==> config.mk <==
export PLATFORM = sky130hd
export DESIGN_NAME = ea_sequencer_flat
export DESIGN_NICKNAME = d
export VERILOG_FILES = /design/src/rtl/ea_sequencer_if.sv /design/src/rtl/ea_sequencer.sv /design/src/flat_wrapper.sv
export SDC_FILE = /design/constraint.sdc
export NUM_CORES = 1
export LEC_CHECK = 0
export ABC_CLOCK_PERIOD_IN_PS = 4500
export CELL_PAD_IN_SITES_DETAIL_PLACEMENT = 1
export CELL_PAD_IN_SITES_GLOBAL_PLACEMENT = 2
export CORE_MARGIN = 5
export CORE_UTILIZATION = 32
export CTS_CLUSTER_DIAMETER = 30
export DETAILED_ROUTE_END_ITERATION = 10
export GPL_TIMING_DRIVEN = 1
export MAX_ROUTING_LAYER = met4
export PLACE_DENSITY_LB_ADDON = 0.08
export SETUP_SLACK_MARGIN = 0.05
export SLEW_MARGIN = 20
export SYNTH_ARGS = -nofsm -noshare
export SYNTH_HDL_FRONTEND = slang
export SYNTH_SLANG_ARGS = --single-unit
==> constraint.sdc <==
create_clock -name clk -period 4.5 [get_ports clk]
set_input_delay 0.9 -clock clk [delete_from_list [all_inputs] [get_ports clk]]
set_output_delay 0.9 -clock clk [all_outputs]
set_load 0.02 [all_outputs]
==> src/rtl/ea_sequencer_if.sv <==
// Handshake and byte-register bundle between the effective-address sequencer
// and the surrounding CPU datapath (operand memory, index registers, mux).
interface ea_sequencer_if;
    logic       start;
    logic [3:0] mode;
    logic [7:0] data_in;
    logic [7:0] x_reg;
    logic [7:0] y_reg;
    logic [2:0] address_select;
    logic       pc_inc;
    logic [7:0] dirl;
    logic [7:0] dirh;
    logic [7:0] indirl;
    logic [7:0] indirh;
    logic       busy;
    logic       done;
    logic       page_cross;

    modport master (
        output start, mode, data_in, x_reg, y_reg,
        input  address_select, pc_inc, dirl, dirh, indirl, indirh,
               busy, done, page_cross
    );

    modport slave (
        input  start, mode, data_in, x_reg, y_reg,
        output address_select, pc_inc, dirl, dirh, indirl, indirh,
               busy, done, page_cross
    );
endinterface

==> src/rtl/ea_sequencer.sv <==
// 6502 effective-address sequencer: walks operand/pointer fetches and drives the address mux select.
// Build option: define PAGE_PENALTY_EN to spend an extra FIX cycle on indexed page crossings.
//
// state | meaning
// IDLE  | waiting for start, mux on PC
// OP1   | first operand byte from PC
// OP2   | second operand byte from PC
// PTRL  | pointer low byte read
// PTRH  | pointer high byte read
// FIX   | high-byte carry correction
// DONE  | effective address on the mux, done pulse
module ea_sequencer #(
    parameter logic [7:0] ZP_PAGE = 8'h00
) (
    input  logic        clk,
    input  logic        rst_n,
    ea_sequencer_if.slave bus
);

    typedef enum logic [2:0] {
        S_IDLE = 3'd0,
        S_OP1  = 3'd1,
        S_OP2  = 3'd2,
        S_PTRL = 3'd3,
        S_PTRH = 3'd4,
        S_FIX  = 3'd5,
        S_DONE = 3'd6
    } state_t;

    typedef enum logic [3:0] {
        M_ZP   = 4'd0,
        M_ZPX  = 4'd1,
        M_ZPY  = 4'd2,
        M_ABS  = 4'd3,
        M_ABSX = 4'd4,
        M_ABSY = 4'd5,
        M_INDX = 4'd6,
        M_INDY = 4'd7,
        M_IND  = 4'd8
    } mode_t;

    localparam logic [2:0] SEL_PC      = 3'b000;
    localparam logic [2:0] SEL_ZP_DIR  = 3'b001;
    localparam logic [2:0] SEL_ABS_DIR = 3'b010;
    localparam logic [2:0] SEL_ZP_PTR  = 3'b011;
    localparam logic [2:0] SEL_ZP_PTR1 = 3'b100;
    localparam logic [2:0] SEL_IND     = 3'b101;
    localparam logic [2:0] SEL_IND1    = 3'b110;

    // The downstream mux hard-codes the zero page; the parameter only documents it.
    if (ZP_PAGE != 8'h00) begin : g_zp_page_ignored
    end

    state_t     state;
    state_t     state_nxt;
    mode_t      mode_q;
    logic [7:0] dirl_q;
    logic [7:0] dirh_q;
    logic [7:0] indirl_q;
    logic [7:0] indirh_q;
    logic       page_cross_q;

    logic       accept;
    logic       is_zp_mode;
    logic       is_abs_idx;
    logic [7:0] idx_op2;
    logic [8:0] sum_op2;
    logic [8:0] sum_ptr;
    logic       ptr_carry;

    assign accept     = bus.start && (bus.mode <= 4'd8);
    assign is_zp_mode = (mode_q == M_ZP) || (mode_q == M_ZPX) || (mode_q == M_ZPY);
    assign is_abs_idx = (mode_q == M_ABSX) || (mode_q == M_ABSY);
    assign idx_op2    = (mode_q == M_ABSY) ? bus.y_reg : bus.x_reg;
    assign sum_op2    = {1'b0, dirl_q} + {1'b0, idx_op2};
    assign sum_ptr    = {1'b0, bus.data_in} + {1'b0, bus.y_reg};
    // page_cross is cleared at start, so it doubles as the INDY low-add carry in PTRH
    assign ptr_carry  = (mode_q == M_INDY) && page_cross_q;

    always_ff @(posedge clk or negedge rst_n) begin
        if (!rst_n) begin
            state <= S_IDLE;
        end else begin
            state <= state_nxt;
        end
    end

    always_comb begin
        state_nxt          = state;
        bus.address_select = SEL_PC;
        bus.pc_inc         = 1'b0;
        bus.busy           = 1'b0;
        bus.done           = 1'b0;
        case (state)
            S_IDLE: begin
                if (accept) begin
                    state_nxt = S_OP1;
                end
            end
            S_OP1: begin
                bus.pc_inc = 1'b1;
                bus.busy   = 1'b1;
                case (mode_q)
                    M_ZP, M_ZPX, M_ZPY:         state_nxt = S_DONE;
                    M_ABS, M_ABSX, M_ABSY, M_IND: state_nxt = S_OP2;
                    M_INDX, M_INDY:             state_nxt = S_PTRL;
                    default:                    state_nxt = S_IDLE;
                endcase
            end
            S_OP2: begin
                bus.pc_inc = 1'b1;
                bus.busy   = 1'b1;
                if (mode_q == M_IND) begin
                    state_nxt = S_PTRL;
                end else begin
`ifdef PAGE_PENALTY_EN
                    state_nxt = (is_abs_idx && sum_op2[8]) ? S_FIX : S_DONE;
`else
                    state_nxt = S_DONE;
`endif
                end
            end
            S_PTRL: begin
                bus.busy           = 1'b1;
                bus.address_select = (mode_q == M_IND) ? SEL_IND : SEL_ZP_PTR;
                state_nxt          = S_PTRH;
            end
            S_PTRH: begin
                bus.busy           = 1'b1;
                bus.address_select = (mode_q == M_IND) ? SEL_IND1 : SEL_ZP_PTR1;
`ifdef PAGE_PENALTY_EN
                state_nxt          = ptr_carry ? S_FIX : S_DONE;
`else
                state_nxt          = S_DONE;
`endif
            end
            S_FIX: begin
                bus.busy           = 1'b1;
                bus.address_select = SEL_ABS_DIR;
                state_nxt          = S_DONE;
            end
            S_DONE: begin
                bus.done           = 1'b1;
                bus.address_select = is_zp_mode ? SEL_ZP_DIR : SEL_ABS_DIR;
                state_nxt          = S_IDLE;
            end
            default: begin
                state_nxt = S_IDLE;
            end
        endcase
    end

    always_ff @(posedge clk or negedge rst_n) begin
        if (!rst_n) begin
            mode_q       <= M_ZP;
            dirl_q       <= 8'h00;
            dirh_q       <= 8'h00;
            indirl_q     <= 8'h00;
            indirh_q     <= 8'h00;
            page_cross_q <= 1'b0;
        end else begin
            case (state)
                S_IDLE: begin
                    if (accept) begin
                        mode_q       <= mode_t'(bus.mode);
                        page_cross_q <= 1'b0;
                    end
                end
                S_OP1: begin
                    case (mode_q)
                        M_ZP, M_ABS, M_ABSX, M_ABSY: dirl_q <= bus.data_in;
                        M_ZPX:  dirl_q   <= bus.data_in + bus.x_reg;
                        M_ZPY:  dirl_q   <= bus.data_in + bus.y_reg;
                        M_INDX: indirl_q <= bus.data_in + bus.x_reg;
                        M_INDY: indirl_q <= bus.data_in;
                        M_IND: begin
                            dirl_q   <= bus.data_in;
                            indirl_q <= bus.data_in;
                        end
                        default: ;
                    endcase
                end
                S_OP2: begin
                    case (mode_q)
                        M_ABS: dirh_q <= bus.data_in;
                        M_ABSX, M_ABSY: begin
                            dirl_q       <= sum_op2[7:0];
                            page_cross_q <= sum_op2[8];
`ifdef PAGE_PENALTY_EN
                            dirh_q       <= bus.data_in;
`else
                            dirh_q       <= bus.data_in + {7'd0, sum_op2[8]};
`endif
                        end
                        M_IND: indirh_q <= bus.data_in;
                        default: ;
                    endcase
                end
                S_PTRL: begin
                    if (mode_q == M_INDY) begin
                        dirl_q       <= sum_ptr[7:0];
                        page_cross_q <= sum_ptr[8];
                    end else begin
                        dirl_q <= bus.data_in;
                    end
                end
                S_PTRH: begin
`ifdef PAGE_PENALTY_EN
                    dirh_q <= bus.data_in;
`else
                    dirh_q <= bus.data_in + {7'd0, ptr_carry};
`endif
                end
                S_FIX: begin
                    dirh_q <= dirh_q + 8'd1;
                end
                default: ;
            endcase
        end
    end

    assign bus.dirl       = dirl_q;
    assign bus.dirh       = dirh_q;
    assign bus.indirl     = indirl_q;
    assign bus.indirh     = indirh_q;
    assign bus.page_cross = page_cross_q;

endmodule

==> src/flat_wrapper.sv <==
// flat-port wrapper written by rule: the top's interface ports become plain ports
module ea_sequencer_flat 
#(
    parameter logic [7:0] ZP_PAGE = 8'h00
)
  (clk, rst_n, bus_start, bus_mode, bus_data_in, bus_x_reg, bus_y_reg, bus_address_select, bus_pc_inc, bus_dirl, bus_dirh, bus_indirl, bus_indirh, bus_busy, bus_done, bus_page_cross);
  ea_sequencer_if bus_i ();
  input  logic clk;
  input  logic rst_n;
  input wire logic [$bits(bus_i.start)-1:0] bus_start;
  input wire logic [$bits(bus_i.mode)-1:0] bus_mode;
  input wire logic [$bits(bus_i.data_in)-1:0] bus_data_in;
  input wire logic [$bits(bus_i.x_reg)-1:0] bus_x_reg;
  input wire logic [$bits(bus_i.y_reg)-1:0] bus_y_reg;
  output wire logic [$bits(bus_i.address_select)-1:0] bus_address_select;
  output wire logic [$bits(bus_i.pc_inc)-1:0] bus_pc_inc;
  output wire logic [$bits(bus_i.dirl)-1:0] bus_dirl;
  output wire logic [$bits(bus_i.dirh)-1:0] bus_dirh;
  output wire logic [$bits(bus_i.indirl)-1:0] bus_indirl;
  output wire logic [$bits(bus_i.indirh)-1:0] bus_indirh;
  output wire logic [$bits(bus_i.busy)-1:0] bus_busy;
  output wire logic [$bits(bus_i.done)-1:0] bus_done;
  output wire logic [$bits(bus_i.page_cross)-1:0] bus_page_cross;
  assign bus_i.start = bus_start;
  assign bus_i.mode = bus_mode;
  assign bus_i.data_in = bus_data_in;
  assign bus_i.x_reg = bus_x_reg;
  assign bus_i.y_reg = bus_y_reg;
  assign bus_address_select = bus_i.address_select;
  assign bus_pc_inc = bus_i.pc_inc;
  assign bus_dirl = bus_i.dirl;
  assign bus_dirh = bus_i.dirh;
  assign bus_indirl = bus_i.indirl;
  assign bus_indirh = bus_i.indirh;
  assign bus_busy = bus_i.busy;
  assign bus_done = bus_i.done;
  assign bus_page_cross = bus_i.page_cross;
  ea_sequencer #(.ZP_PAGE(ZP_PAGE)) u_core (.clk(clk), .rst_n(rst_n), .bus(bus_i));
endmodule
==> results.py, run 1 <==
metrics = {
    "critical_path": {
        "cp-start-kind": "flip-flop",
        "arrival_ns": 4.16,
        "cp.required_ns": 4.72,
        "cp_top_family": "simple AND/OR/NAND/NOR gates",
        "crit_type": "reg -> reg",
        "slowest_delay_ns": 0.40,
        "crit_top_cell": "ha_1",
        "crit_fanout": 5,
        "critPathBufInv": 1,
        "cp_slowest_cell": "dfrtp_1",
        "cp_cell_sequence": "nor3b_2 > and2_1 > mux2_2 > ha_1 > inv_1 > fa_1 > nor2b_1 > o31a_1 > o21ai_0 > a21oi_1 > nand2b_1 > ha_1 > ha_1 > and3_1 > o21ai_0 > nand2_1 > a22oi_1",
        "endpoint_kind": "flip-flop",
    },
    "drt": {
        "ant_nets": 0,
        "detail_route.vias_per_cell": 5.49,
        "drt-wirelength-per-cell_um": 20.2,
        "route.detailed.drc": 0,
        "wl_mm": 14.3,
        "drt_iter0_markers": 310,
        "dr.pass1.iters": 4,
        "vias": 3904,
    },
    "cts": {
        "cts_hold_buf": 0,
        "cts_resized": 0,
        "clk_latency_ns": 0.30,
        "cts_tree": "yes",
        "cts_max_level": 2,
        "post-cts-setup-buffer-count": 0,
        "clock-sinks": 40,
        "cts_made_buffers": 5,
        "clock_path_buffers": 2,
        "clock_tree.root_cell": "clkbuf_16",
        "path_clk_slew_ns": 0.07,
    },
    "cells_and_area": {
        "seq_area_sq_um": 1000,
        "multiInputGateArea_sq_um": 2750,
        "final_util_pct": 41.3,
        "n_antenna_cell": 0,
        "fill_cells": 1439,
        "nets": 604,
        "drive_above_1_share_pct": 9.94,
        "area_growth_pct": 26.4,
    },
    "global_route": {
        "gr-total-overflow": 0,
        "antenna_found_initial": 0,
        "grt_max_degree": 41,
        "grt_pass1_vias": 4032,
        "grt_pass1_wl_mm": 22.7,
        "grtUsageTotal_pct": 20.5,
    },
    "power_and_ir_drop": {
        "leakage_nw": 2.04,
        "powerDensity_nw_per_um2": 690,
        "vdd_drop_max_mv": 0.349,
    },
    "place": {
        "detailed_place_hpwl_mm": 11.2,
        "numPortBuffers": 69,
        "place.gp.congestion": 0.894,
    },
    "synth": {
        "yosysSeqAreaShare_pct": 25.4,
        "syn_area_sq_um": 3950,
        "ys_types": 60,
        "synth_seq_cells": 40,
        "async_reset_ff_share_pct": 100,
        "synth_edf_count": 0,
        "synth.avg_cell_area_sq_um": 8.20,
        "syn-num-nets": 543,
        "syn_inst": 481,
        "ys.flop_type": "dfrtp_1",
        "synth-warning-count": 0,
    },
    "timing": {
        "grt_setup_unrepaired": "no",
        "fmax_mhz": 254,
        "worstMarginPinSlew_ns": 0.754,
        "tns_ns": 0,
        "hold_viol_final": 0,
        "fin_worst_skew_ns": 0.00722,
        "maxSlewViolCount": 0,
        "finalSetupViolations": 0,
        "relSlewSlack_pct": 49.7,
        "period_minus_slack_ns": 3.94,
        "fin_crit_sh_pct": 87.6,
    },
    "floorplanning": {
        "initial_utilization_pct": 32.7,
        "chipWidth_um": 121,
        "num_rows": 40,
        "die_h_um": 121,
        "die-area_sq_um": 14600,
        "ios": 70,
        "fp.coreArea_sq_um": 12100,
    },
    "run": {
        "drv_cap": 0,
    },
    "hold_path": {
        "hold_class": "reg -> reg",
    },
    "run_status": {
        "status": "finished, final reports clean",
    },
}
[through the flow]
stage / std cells / area, sq um / power, mW / hold slack (ns) / worst slack, ns
2_1_floorplan: 481 / 3950 / 2.15 / 0.590 / 0.767
5_1_grt: 711 / 4990 / 3.70 / 0.495 / 0.261
3_3_place_gp: 703 / 4810 / 2.99 / 0.464 / 0.452
6_report: 711 / 4990 / 3.44 / 0.477 / 0.560
4_1_cts: 711 / 4980 / 3.46 / 0.484 / 0.559
3_5_place_dp: 703 / 4810 / 3.01 / 0.473 / 0.331
[report_power, final]
part	internal [mW]	leakage (nW)	total [mW]	switching (mW)
clock network	0.264	0.0804	0.429	0.165
registers	0.543	0.467	0.737	0.194
logic	0.980	1.50	2.27	1.29
[routing by layer]
metal / vias up / global-route usage [%] / wire [um]
li1: 1900 / - / -
met1: 1907 / 28.7 / 7040
met2: 86 / 31.6 / 6500
met3: 11 / 3.03 / 650
met4: 0 / 4.60 / 150
met5: - / - / 0
[layout make-up]
cell class,instances,share of cell area [%]
clock inverters,3,0.928
clock buffers,5,2.51
repair buffers,85,16.2
well taps,168,4.21
multi-input cells,397,55.1
inverters,13,0.978
flip-flops and latches,40,20.1
[tightest hold or removal path, stage by stage, from the launching register on]
cell and delay, ns:
dfrtp_1 0.34, nand2_1 0.05, o21ai_0 0.06
[synth_stat cells (7+ instances only)]
cell	count	area, sq um
a211oi_1	13	97.6
a21o_1	8	60.1
a21oi_1	31	155
a31oi_1	8	50.1
buf_2	7	35.0
clkbuf_1	18	67.6
dfrtp_1	40	1000
ha_1	28	350
inv_1	13	48.8
mux2_2	20	225
mux2i_1	8	80.1
nand2_1	51	191
nand3_1	15	75.1
nand4_1	9	56.3
nor2_1	33	124
nor3_1	7	35.0
o21ai_0	46	230
xnor2_1	18	158
xor2_1	8	70.1
[cells in the final DEF (no fill, tap or decap), drive strengths merged, types with 3 or more instances in the layout]
cell           synthesis  layout
a211oi                13      13
a21o                   8       8
a21oi                 31      31
a221oi                 6       6
a31oi                  8       8
and2                   7       7
and3                   4       4
buf                   13      17
clkbuf                18       5
clkdlybuf4s50          0      68
dfrtp                 40      40
fa                     3       3
ha                    28      28
inv                   13      14
mux2                  20      20
mux2i                  8       8
nand2                 51      51
nand2b                 6       6
nand3                 15      15
nand4                  9       9
nor2                  35      35
nor2b                  6       6
nor3                   7       7
nor3b                  3       3
o211ai                 5       5
o21a                   5       5
o21ai                 48      48
o21bai                 3       3
o22ai                  3       3
o31a                   4       4
o31ai                  7       7
or3                    4       4
xnor2                 18      18
xor2                   8       8
[state kept, by name, indices dropped and copies added, names as in the netlist]
name / count
u_core.bus.dirh: 8
u_core.bus.dirl: 8
u_core.bus.indirh: 8
u_core.bus.indirl: 8
u_core.mode_q: 4
u_core.state: 3
u_core.bus.page_cross: 1
[worst paths after layout]
check,from,end,slack [ns],cells past startpoint
max,u_core.mode_q[1]$_DFFE_PN0P_,u_core.bus.dirh[2]$_DFFE_PN0P_,0.56,17
min,u_core.bus.indirl[3]$_DFFE_PN0P_,u_core.bus.indirl[3]$_DFFE_PN0P_,0.48,2
max reg2reg,u_core.mode_q[1]$_DFFE_PN0P_,u_core.bus.dirh[2]$_DFFE_PN0P_,0.56,17
min reg2reg,u_core.bus.indirl[3]$_DFFE_PN0P_,u_core.bus.indirl[3]$_DFFE_PN0P_,0.48,2
max in group asynchronous,rst_n,u_core.bus.dirl[2]$_DFFE_PN0P_,3.51,1
min in group asynchronous,rst_n,u_core.bus.indirl[3]$_DFFE_PN0P_,0.58,1
[cells by family (layout without fill, tap and decap cells)]
family,after synthesis,count (layout),synth area share (%)
buf+inv,44,106,4.98
simple gates,155,155,19.2
compound gates,157,157,26.5
flops,40,40,25.4
fa+ha+maj,31,31,10.4
xor+xnor,26,26,5.77
mux,28,28,7.74
(Power assumes the default switching activity.)
==> inputs of run 2 (changes only) <==
Settings changed: SLEW_MARGIN 20 to 25.
==> results of run 2 <==
No change in the layout: final DEF, timing and power equal those of run 1.
==> inputs of run 3 (changes only) <==
Settings changed: CTS_CLUSTER_DIAMETER 30 to unset, GPL_TIMING_DRIVEN 1 to 0.
==> run 3 against run 2 <==
- clock power hardly changed
- power is 0.88% higher
- clock skew is 0.0053 ns higher
==> results.py, run 3 (synthesized netlist as in run 1, its figures left out) <==
metrics = {
    "run": {
        "drv_cap": 0,
    },
    "drt": {
        "ant_nets": 0,
        "drt_iter0_markers": 232,
        "wl_mm": 14.7,
        "drt-wirelength-per-cell_um": 20.2,
        "detail_route.vias_per_cell": 5.51,
        "vias": 4001,
        "dr.pass1.iters": 4,
        "route.detailed.drc": 0,
    },
    "place": {
        "detailed_place_hpwl_mm": 11.8,
        "dpl_cell_area_sq_um": 4860,
        "place.gp.congestion": 0.851,
        "numPortBuffers": 69,
        "dp_cells": 719,
    },
    "floorplanning": {
        "fp.coreArea_sq_um": 12100,
        "die_h_um": 121,
        "ios": 70,
        "num_rows": 40,
        "initial_utilization_pct": 32.7,
        "die-area_sq_um": 14600,
        "chipWidth_um": 121,
    },
    "cts": {
        "path_clk_slew_ns": 0.07,
        "clock-sinks": 40,
        "clock_path_buffers": 2,
        "cts_hold_buf": 0,
        "clock_tree.root_cell": "clkbuf_16",
        "cts_tree": "yes",
        "cts_max_level": 2,
        "clk_latency_ns": 0.30,
        "cts_made_buffers": 5,
    },
    "timing": {
        "hold_viol_final": 0,
        "relSlewSlack_pct": 54.4,
        "fin_worst_skew_ns": 0.0125,
        "tns_ns": 0,
        "fmax_mhz": 242,
        "worstMarginPinSlew_ns": 0.684,
        "maxSlewViolCount": 0,
        "grt_setup_unrepaired": "no",
        "period_minus_slack_ns": 4.13,
        "finalSetupViolations": 0,
        "fin_crit_sh_pct": 91.7,
    },
    "power_and_ir_drop": {
        "power_frac_comb_pct": 66.9,
        "p_sw_share_pct": 48.4,
        "seqPwrFrac_pct": 20.6,
        "vdd_drop_max_mv": 0.293,
        "internal_power_mw": 1.79,
        "pwr-share-clk_pct": 12.5,
        "p_sw_mw": 1.68,
        "leakage_nw": 2.05,
        "total_power_mw": 3.47,
        "powerDensity_nw_per_um2": 689,
    },
    "cells_and_area": {
        "nets": 619,
        "n_antenna_cell": 0,
        "final_cells": 726,
        "area_growth_pct": 27.6,
        "fin_area_sq_um": 5030,
        "layout_common_cells": "clkdlybuf4s50_1 (68), nand2_1 (51), o21ai_0 (46)",
        "drive_above_1_share_pct": 8.96,
        "final_util_pct": 41.7,
        "layout_commonest_cell": "clkdlybuf4s50_1",
    },
    "critical_path": {
        "cp_slowest_cell": "dfrtp_1",
        "crit_type": "reg -> reg",
        "critPathBufInv": 1,
        "cp-start-kind": "flip-flop",
        "arrival_ns": 4.35,
        "endpoint_kind": "flip-flop",
        "cp.required_ns": 4.72,
        "cp_top_family": "simple AND/OR/NAND/NOR gates",
        "crit_fanout": 9,
        "crit_top_cell": "ha_1",
        "cp_cell_sequence": "nor3b_4 > and2_4 > mux2_2 > ha_1 > inv_1 > fa_1 > nor2b_1 > o31a_1 > o21ai_0 > a21oi_1 > nand2b_1 > ha_1 > ha_1 > and3_1 > o21ai_0 > nand2_1 > a22oi_1",
        "slowest_delay_ns": 0.47,
    },
    "global_route": {
        "grtUsageTotal_pct": 21.2,
        "antenna_found_initial": 0,
        "grt_max_degree": 27,
        "grt_pass1_vias": 4133,
        "grt_pass1_wl_mm": 23.4,
        "gr-total-overflow": 0,
    },
    "hold_path": {
        "hold_class": "reg -> reg",
    },
    "run_status": {
        "status": "finished, final reports clean",
    },
}
## run 3: changes by cell type in the layout (fill, tap and decap cells not counted), sizes merged
cell | previous run | this run
inv | 14 | 13
clkbuf | 5 | 22
buf | 17 | 15
clkinv | 0 | 1
## run 3: power groups by stage
stage               clock network [mW]  registers (mW)  logic (mW)
finish                           0.432           0.715        2.32
global route                     0.455           0.744        2.53
floorplan                            0           0.864        1.29
CTS                              0.443           0.713        2.33
detailed placement                   0           0.718        2.32
global placement                     0           0.709        2.30
## run 3: tightest hold or removal path, stage by stage, from the launching register on
cell	delay, ns
dfrtp_1	0.34
nand2_1	0.05
o21ai_0	0.06
## run 3: stage by stage
step,worst slack [ns],hold WS [ns]
2_1_floorplan,0.767,0.590
3_3_place_gp,-0.0380,0.463
3_5_place_dp,-0.0511,0.472
4_1_cts,0.0812,0.486
5_1_grt,0.0696,0.516
6_report,0.372,0.477
## run 3: path summary, 6_finish.rpt
| check | to | startpoint | cells after the start | slack, ns |
|---|---|---|---|---|
| max in group asynchronous | u_core.bus.dirl[7]$_DFFE_PN0P_ | rst_n | 2 | 3.46 |
| max reg2reg | u_core.bus.dirh[2]$_DFFE_PN0P_ | u_core.mode_q[3]$_DFFE_PN0P_ | 17 | 0.37 |
| min in group asynchronous | u_core.bus.dirl[1]$_DFFE_PN0P_ | rst_n | 1 | 0.53 |
| min reg2reg | u_core.bus.indirl[5]$_DFFE_PN0P_ | u_core.bus.indirl[5]$_DFFE_PN0P_ | 2 | 0.48 |
| min | u_core.bus.indirl[5]$_DFFE_PN0P_ | u_core.bus.indirl[5]$_DFFE_PN0P_ | 2 | 0.48 |
| max | u_core.bus.dirh[2]$_DFFE_PN0P_ | u_core.mode_q[3]$_DFFE_PN0P_ | 17 | 0.37 |
## run 3: repair_timing
action                                  4_1_cts  5_1_grt
setup buffers                                 0        0
endpoints found under the setup margin        4        7
resized for setup                             0        3
## run 3: routing by layer
| layer | track usage, % | share of wire, % |
|---|---|---|
| met3 | 3.03 | 3.6 |
| met2 | 33.0 | 46 |
| met1 | 29.2 | 49 |
| met4 | 4.67 | 1.2 |
| met5 | - | 0 |
## run 3: cell type report
cell class | instances | area (sq um)
fillers | 1475 | 7030
multi-input cells | 397 | 2760
flip-flops and latches | 40 | 1000
repair buffers | 70 | 706
well taps | 168 | 210
plain buffers | 30 | 144
clock buffers | 5 | 125
inverters | 13 | 48.8
clock inverters | 3 | 42.5
